File: config.mk
export PLATFORM = sky130hd
export DESIGN_NAME = hazard_ctrl
export DESIGN_NICKNAME = d
export VERILOG_FILES = /design/src/rtl/pipe_ctrl_pkg.sv /design/src/rtl/forward_unit.sv /design/src/rtl/hazard_ctrl.sv
export SDC_FILE = /design/constraint.sdc
export NUM_CORES = 1
export LEC_CHECK = 0
export BUFFER_PORTS_ARGS = -buffer_cell sky130_fd_sc_hd__buf_4
export CORE_AREA = 10 10 83 114
export DETAILED_ROUTE_END_ITERATION = 12
export DIE_AREA = 0 0 93 124
export HOLD_SLACK_MARGIN = 0.05
export PLACE_DENSITY = 0.67
export SYNTH_ARGS = -nofsm -noshare
export SYNTH_HDL_FRONTEND = slang
export SYNTH_SLANG_ARGS = --single-unit
export TNS_END_PERCENT = 5
File: constraint.sdc
create_clock -name CLK -period 5.7 [get_ports CLK]
set_clock_uncertainty 0.15 [all_clocks]
set_input_delay 0.285 -clock CLK [delete_from_list [all_inputs] [get_ports CLK]]
set_output_delay 0.285 -clock CLK [all_outputs]
set_load 0.05 [all_outputs]
File: src/rtl/pipe_ctrl_pkg.sv
// Shared encodings for the pipeline control slice: FSM states, forwarding selects,
// the memory-wait timeout default and the bundle of hazard control outputs.
package pipe_ctrl_pkg;

    localparam logic [1:0] ST_RUN      = 2'b00;
    localparam logic [1:0] ST_MEM_WAIT = 2'b01;
    localparam logic [1:0] ST_ERR      = 2'b10;

    localparam logic [1:0] FWD_RF = 2'b00;
    localparam logic [1:0] FWD_WB = 2'b01;
    localparam logic [1:0] FWD_M  = 2'b10;

    localparam int WAIT_LIMIT_DEFAULT = 255;

    typedef struct packed {
        logic stall_f;
        logic stall_d;
        logic stall_e;
        logic stall_m;
        logic flush_d;
        logic flush_e;
        logic bubble_wb;
    } hazard_ctl_t;

    // Freeze F..M and push a bubble into WB; used while memory is outstanding or dead.
    function automatic hazard_ctl_t hold_all();
        hazard_ctl_t c;
        c           = '0;
        c.stall_f   = 1'b1;
        c.stall_d   = 1'b1;
        c.stall_e   = 1'b1;
        c.stall_m   = 1'b1;
        c.bubble_wb = 1'b1;
        return c;
    endfunction

endpackage

File: src/rtl/forward_unit.sv
// Operand bypass select for one execute-stage source register.
// The M stage holds the youngest result, so it wins over WB; r0 never forwards.
module forward_unit
    import pipe_ctrl_pkg::*;
(
    input  logic [4:0] src,
    input  logic [4:0] rd_m,
    input  logic       regwr_m,
    input  logic [4:0] rd_wb,
    input  logic       regwr_wb,
    output logic [1:0] sel
);

    always_comb begin
        if (regwr_m && (rd_m != 5'd0) && (rd_m == src)) begin
            sel = FWD_M;
        end else if (regwr_wb && (rd_wb != 5'd0) && (rd_wb == src)) begin
            sel = FWD_WB;
        end else begin
            sel = FWD_RF;
        end
    end

endmodule

File: src/rtl/hazard_ctrl.sv
// Hazard detection, stall/flush sequencing and operand forwarding for the 5-stage pipeline.
// Registers update on the falling edge, in step with the pipeline registers they steer.
module hazard_ctrl
    import pipe_ctrl_pkg::*;
#(
    parameter int WAIT_LIMIT = WAIT_LIMIT_DEFAULT
) (
    input  logic        CLK,
    input  logic        Resetn,
    input  logic [4:0]  Rs_D,
    input  logic [4:0]  Rt_D,
    input  logic [4:0]  Rs_E,
    input  logic [4:0]  Rt_E,
    input  logic [4:0]  Rd_E,
    input  logic        RegWr_E,
    input  logic        MemtoReg_E,
    input  logic [4:0]  Rd_M,
    input  logic        RegWr_M,
    input  logic [4:0]  Rd_WB,
    input  logic        RegWr_WB,
    input  logic        Branch_E,
    input  logic        Jump_D,
    input  logic        MemReq_M,
    input  logic        MemRdy,
    output logic        Stall_F,
    output logic        Stall_D,
    output logic        Stall_E,
    output logic        Stall_M,
    output logic        Flush_D,
    output logic        Flush_E,
    output logic        Bubble_WB,
    output logic [1:0]  ForwardA_E,
    output logic [1:0]  ForwardB_E,
    output logic [1:0]  State,
    output logic        MemErr,
    output logic [31:0] StallCycles
);

    localparam int CW = ($clog2(WAIT_LIMIT + 1) > 8) ? $clog2(WAIT_LIMIT + 1) : 8;
    localparam logic [CW-1:0] LIMIT = CW'(WAIT_LIMIT);

    logic [1:0]    state_q;
    logic [1:0]    state_d;
    logic [CW-1:0] wait_cnt;
    logic          mem_detect;
    logic          load_use;
    hazard_ctl_t   ctl;

    assign mem_detect = MemReq_M && !MemRdy;
    assign load_use   = MemtoReg_E && RegWr_E && (Rd_E != 5'd0) &&
                        ((Rd_E == Rs_D) || (Rd_E == Rt_D));

    // NOTE: state_d gets a default before the case so no path leaves it unassigned (no latch).
    always_comb begin
        state_d = state_q;
        case (state_q)
            ST_RUN: begin
                if (mem_detect) state_d = ST_MEM_WAIT;
            end
            ST_MEM_WAIT: begin
                if (MemRdy) begin
                    state_d = ST_RUN;
                end else if (wait_cnt >= LIMIT) begin
                    state_d = ST_ERR;
                end
            end
            ST_ERR:  state_d = ST_ERR;
            default: state_d = ST_RUN;
        endcase
    end

    // A branch seen while frozen is not acted on: the held E register re-presents it later.
    always_comb begin
        ctl = '0;
        if (Resetn) begin
            case (state_q)
                ST_RUN: begin
                    if (mem_detect) begin
                        ctl = hold_all();
                    end else if (Branch_E) begin
                        ctl.flush_d = 1'b1;
                        ctl.flush_e = 1'b1;
                    end else if (load_use) begin
                        ctl.stall_f = 1'b1;
                        ctl.stall_d = 1'b1;
                        ctl.flush_e = 1'b1;
                    end else if (Jump_D) begin
                        ctl.flush_d = 1'b1;
                    end
                end
                ST_MEM_WAIT, ST_ERR: ctl = hold_all();
                default: ctl = '0;
            endcase
        end
    end

    assign Stall_F   = ctl.stall_f;
    assign Stall_D   = ctl.stall_d;
    assign Stall_E   = ctl.stall_e;
    assign Stall_M   = ctl.stall_m;
    assign Flush_D   = ctl.flush_d;
    assign Flush_E   = ctl.flush_e;
    assign Bubble_WB = ctl.bubble_wb;
    assign State     = state_q;

    forward_unit u_fwd_a (
        .src      (Rs_E),
        .rd_m     (Rd_M),
        .regwr_m  (RegWr_M),
        .rd_wb    (Rd_WB),
        .regwr_wb (RegWr_WB),
        .sel      (ForwardA_E)
    );

    forward_unit u_fwd_b (
        .src      (Rt_E),
        .rd_m     (Rd_M),
        .regwr_m  (RegWr_M),
        .rd_wb    (Rd_WB),
        .regwr_wb (RegWr_WB),
        .sel      (ForwardB_E)
    );

    // NOTE: non-blocking assignments so every register here samples pre-edge values.
    always_ff @(negedge CLK) begin
        if (!Resetn) begin
            state_q     <= ST_RUN;
            wait_cnt    <= '0;
            MemErr      <= 1'b0;
            StallCycles <= '0;
        end else begin
            state_q <= state_d;
            // The detection cycle counts as the first wait cycle.
            if (state_d == ST_MEM_WAIT) begin
                wait_cnt <= wait_cnt + CW'(1);
            end else if (state_d == ST_RUN) begin
                wait_cnt <= '0;
            end
            if (state_d == ST_ERR) MemErr <= 1'b1;
            if (ctl.stall_f && (StallCycles != 32'hFFFF_FFFF)) begin
                StallCycles <= StallCycles + 32'd1;
            end
        end
    end

endmodule

==> results of run 1 <==
[cell type report]
cell class	count	area share, %
Clock buffer	5	1.86
Clock inverter	46	4.81
Timing Repair Buffer	95	19.6
Multi-Input combinational cell	262	46.1
Sequential cell	43	23.4
Inverter	10	1.02
Tap cell	97	3.28
[per-stage QoR]
step	area, sq um	power, uW	setup WS [ps]	hold slack, ps	instances
final	3700	739	435	339	558
after global routing	3700	801	282	358	558
after CTS	3700	756	419	345	558
after detailed placement	3450	477	448	339	508
after global placement	3450	475	491	325	508
after floorplan	2700	427	192	313	331
[where the power goes]
group	total (uW)	internal (uW)	switching, uW
registers	307	305	2.16
logic	118	51.5	66.9
clock network	314	125	189
total	739	481	258
[per-layer routing]
metal / part of all wire, % / track usage [%]
met4: 1.7 / 7.45
met1: 38 / 12.5
met2: 54 / 23.8
met3: 6.2 / 5.84
met5: 0 / 0
[final timing paths]
path,start,endpoint,slack (ps)
worst max-delay path,State[0]$_SDFF_NN0_,Flush_E,440
worst min register to register,StallCycles[21]$_SDFFE_NN0P_,StallCycles[21]$_SDFFE_NN0P_,340
worst min-delay path,StallCycles[21]$_SDFFE_NN0P_,StallCycles[21]$_SDFFE_NN0P_,340
worst max register to register,StallCycles[2]$_SDFFE_NN0P_,StallCycles[1]$_SDFFE_NN0P_,2890
[registers in the layout, indices dropped and copies added (netlist names)]
register     flops
StallCycles     32
wait_cnt         8
State            2
MemErr           1
[cells by family after synthesis]
kind of cell / Yosys count
AND/OR/NAND/NOR: 136
AO/OA/AOI/OAI: 84
buffers and inverters: 26
flip-flops: 43
adder cells (fa/ha/maj): 6
XOR/XNOR: 31
multiplexers: 5
[placed cells by master, fill, tap and decap left out, types with 3 or more instances in the layout]
master	instances
o211ai_1	4
nor4_1	8
dfxtp_1	41
or3_1	6
nand3_1	14
ha_1	6
xnor2_1	16
buf_4	94
xor2_1	15
o21ai_0	15
o311ai_0	3
nand3b_1	5
nor2_1	20
nand2b_1	4
clkbuf_8	5
o41ai_1	3
nor3_1	3
nor2b_1	3
and3_1	6
inv_1	54
a21oi_1	27
nand4_1	8
or4_1	17
nand2_1	31
o31ai_1	18
mux2i_1	5
[worst min-delay path: cells and delay by family (launching register included)]
| family | cells | cell delay [ps] |
|---|---|---|
| AO/OA/AOI/OAI | 2 | 120 |
| flip-flops | 1 | 320 |
==> metrics.txt, run 1 <==
outcome=complete, no violations; r2r worst-path depth=7; mux contribution to synthesized area=1.87%; final net count=511; Die Outline Area=0.0115 sq mm; top-area cell type share of the netlist area=32.1%; vias in the first global route=2893; largest net degree at the start of global routing=32; sequential area share after synthesis=32.1%; top post-synthesis cells by area=dfxtp_1, a21oi_1, xnor2_1; area of the mapped netlist=0.00268 sq mm; CTS clk-pin slew, worst paths=30 ps; CP Capture Type=output port; area taken by multi-input logic gates=0.00170 sq mm; Yosys reg bits=43; cell family with most CP delay=simple AND/OR/NAND/NOR gates; worst path bufs/invs=1; top-count cell post-synth=dfxtp_1; share of cells above drive strength 1=24.5%; Die X=93 microns; CP peak stage delay=500 ps; final setup violation count=0; largest area contributor in the netlist=dfxtp_1; Worst setup SP type=register; top post-synthesis cells by count=dfxtp_1, nand2_1, a21oi_1, nor2_1, o31ai_1; HPWL after detailed placement=6200 microns; dominant synthesized flop cell=dfxtp_1; htree depth=2; final slew viol count=0; Die H=124 microns; clk sinks=43; Gate Count Post-Synth=331; Crit path required time=5270 ps; Synth Area in Compound Gates=20.2%; max cap viols=0; number of hold violations in the final report=0; detailed-route wire length per cell=14.3 microns; worst hold path class=reg -> reg; CTS root buffer=clkbuf_8; post-cts hold buffer count=0; Worst path slowest cell=or3b_2; Final TNS setup=0 ps; Synth async-reset ratio=0%; CP Depth=5; maximum fanout along the worst path=5; number of flops mapped to enable cells by yosys=0; Synth Area in Simple Gates=28.1%; Synth cell types=48; Starting Density=36.7%; Reg area=863 sq um; initial antenna violation count=0; fill count=743; first-pass GRT wire length=12800 microns; GRT overflow=0; GPL Wtd Cong=0.793; CTS tree=yes; Leak=0.00157 uW; GRT Util Overall=13.3%; Power Dens Cells=200 mW/mm^2; Worst EP arrival=4830 ps; setup bufs post-CTS=0; IO Port Bufs=90; Vias=2947; CTS max path bufs=2; XOR/XNOR Fraction of Synth Area=10.1%; IO Pins=91; Crit Path Class=reg -> out; ANT nets after route=0; 1st-iter DRT viols=137; RSZ-0062 raised after global routing=false; number of diodes=0; synthesized area per cell=8.10 sq um; Tightest Pin Transition=735 ps; CORE AREA=0.00731 sq mm; total CTS buffers=5; num rows=37; Initial DRT Pass Iterations=5; Layout Area Growth over Synthesis=37.9%; # resized after CTS=0; CP Cell Sequence=ha_1 > nand2b_1 > or3b_2 > nor2_1 > buf_4; Vias/cell=5.28; Mapped Nets=382; yosys warns=0; Detailed Route WL=7960 microns; adder-cell share of the synthesized area=2.80%; drc violations=0; Rel. slew slack=50.9%; largest family of logic cells by synthesized area=simple AND/OR/NAND/NOR gates; final core occ=50.5%; WHS Path Cells=2; worst skew pair latency=370 ps; worst vdd ir=99.2 uV
Note: power is estimated with default switching activity, not from simulation.
==> inputs of run 2 (changes only) <==
--- a/config.mk
+++ b/config.mk
@@ -10,7 +10,7 @@
 export DETAILED_ROUTE_END_ITERATION = 12
 export DIE_AREA = 0 0 93 124
 export HOLD_SLACK_MARGIN = 0.05
-export PLACE_DENSITY = 0.67
+export PLACE_DENSITY = 0.62
 export SYNTH_ARGS = -nofsm -noshare
 export SYNTH_HDL_FRONTEND = slang
 export SYNTH_SLANG_ARGS = --single-unit
==> run 2 against run 1 <==
  * Sequential cell count unchanged
  * Utilization down 0.24 points
  * Clock power down 4%
  * Clock-buffer cell count unchanged
  * Combinational power about the same
  * Largest power group is now registers
  * Cell count shrank 0.36%
  * Critical path depth grew 1
==> metrics.txt, run 2 (synthesized netlist as in run 1, its figures left out) <==
outcome=complete, no violations; largest net degree at the start of global routing=46; commonest non-fill, non-tap cells in the layout=buf_4, inv_1, dfxtp_1; capturing point of the worst reg2reg path=StallCycles[25]$_SDFFE_NN0P_; internal power=478 uW; final instance area=0.00368 sq mm; final slew viol count=0; drc violations=0; worst vdd ir=124 uV; r2r worst-path depth=6; Crit Path Class=reg -> out; Critical R2R Launch=StallCycles[2]$_SDFFE_NN0P_; cell family with most CP delay=simple AND/OR/NAND/NOR gates; launch point of the worst path=State[0]$_SDFF_NN0_; detailed-route wire length per cell=14.3 microns; worst path bufs/invs=2; number of diodes=0; Vias/cell=5.33; R2R Setup Slk=2970 ps; Crit path required time=5270 ps; max reg flops=32; post-cts hold buffer count=0; final setup violation count=0; GRT overflow=0; Clk network pwr share=41.6%; Die H=124 microns; sequential power share=42.4%; 1st-iter DRT viols=157; Net Sw Power=247 uW; Die X=93 microns; share of cells above drive strength 1=24.2%; num rows=37; Worst setup SP type=register; vias in the first global route=3055; Reg area=863 sq um; CP Cell Sequence=ha_1 > nand2b_1 > buf_4 > or3b_2 > nor2_1 > buf_4; Power Dens Cells=197 mW/mm^2; total CTS buffers=5; Leak=0.00155 uW; IO Port Bufs=90; Starting Density=36.7%; final net count=509; placed inst area=0.00344 sq mm; CORE AREA=0.00731 sq mm; area taken by multi-input logic gates=0.00170 sq mm; Vias=2961; max cap viols=0; CTS max path bufs=2; clk sinks=43; Die Outline Area=0.0115 sq mm; HPWL after detailed placement=6180 microns; Final WS setup=323 ps; initial antenna violation count=0; Final TNS setup=0 ps; CTS tree=yes; Rel. slew slack=51.8%; CP most frequent cell=buf_4; total power=725 uW; Worst EP arrival=4940 ps; most common cell after layout, fill and taps aside=buf_4; Largest Register=StallCycles; CP Depth=6; Layout Area Growth over Synthesis=37.2%; final non-filler cell total=556; met3 Use GR=6.08%; ANT nets after route=0; met1 GRT Util=12.9%; sw frac=34.1%; RSZ-0062 raised after global routing=false; fill count=779; CTS root buffer=clkbuf_8; Placed Cells=506; maximum fanout along the worst path=11; worst hold path class=reg -> reg; CTS clk-pin slew, worst paths=30 ps; Initial DRT Pass Iterations=4; met2 Use GR=25.3%; pre-CTS setup slack=564 ps; GRT Util Overall=13.9%; GPL Wtd Cong=0.816; setup bufs post-CTS=0; worst skew pair latency=360 ps; crit path to=Flush_D; Comb pwr share=16.1%; CP peak stage delay=460 ps; Top Usage Layer GRT=met2; # resized after CTS=0; number of hold violations in the final report=0; Detailed Route WL=7960 microns; htree depth=2; Worst path slowest cell=or3b_2; Tightest Pin Transition=723 ps; first-pass GRT wire length=13400 microns; CP Capture Type=output port; IO Pins=91
run 2: cell count changes in the layout (fill, tap and decap cells not counted), sizes merged:
cell,previous run,this run
buf,95,93
clkinvlp,0,2
inv,56,54
run 2: through the flow:
stage	hold slack [ps]	utilization, %
after floorplan	313	-
after global placement	331	47.0
after detailed placement	335	47.0
after CTS	347	50.3
after global routing	369	50.3
final	346	50.3
run 2: final cells by class:
cell class                      instances  area share, %
Multi-Input combinational cell        262           46.3
Sequential cell                        43           23.5
Timing Repair Buffer                   93           19.3
Clock inverter                         46           4.76
Tap cell                               97           3.30
Clock buffer                            5           1.87
Inverter                               10           1.02
run 2: worst register-to-register path, stage by stage (launching register included):
cell and delay (ps):
dfxtp_1 440, and3_1 380, nand4_1 360, nor3_1 370, nand2_1 270, or4_1 520, a21oi_1 150
run 2: power by group through the flow:
stage	Clock (uW)	Sequential, uW	Combinational, uW
after floorplan	47.0	314	65.4
after global placement	47.0	311	116
after detailed placement	47.0	311	117
after CTS	319	307	117
after global routing	359	306	127
final	301	307	116
run 2: how the worst min path moves through the flow:
stage | start | to | slack (ps) | cells past startpoint
after global placement | wait_cnt[2]$_SDFFE_NN0P_ | wait_cnt[2]$_SDFFE_NN0P_ | 330 | 2
after CTS | MemErr$_SDFFE_NN0N_ | MemErr$_SDFFE_NN0N_ | 350 | 2
after global routing | MemErr$_SDFFE_NN0N_ | MemErr$_SDFFE_NN0N_ | 370 | 2
after detailed placement | MemErr$_SDFFE_NN0N_ | MemErr$_SDFFE_NN0N_ | 330 | 2
final | StallCycles[21]$_SDFFE_NN0P_ | StallCycles[21]$_SDFFE_NN0P_ | 350 | 2
after floorplan | wait_cnt[7]$_SDFFE_NN0P_ | wait_cnt[7]$_SDFFE_NN0P_ | 310 | 2
run 2: routing by layer:
metal	vias up	share of wire (%)	wire length [microns]
met5	-	0	0
met4	0	1.9	154
met3	14	7.3	581
met2	82	54	4290
met1	1383	37	2930
li1	1482	-	-
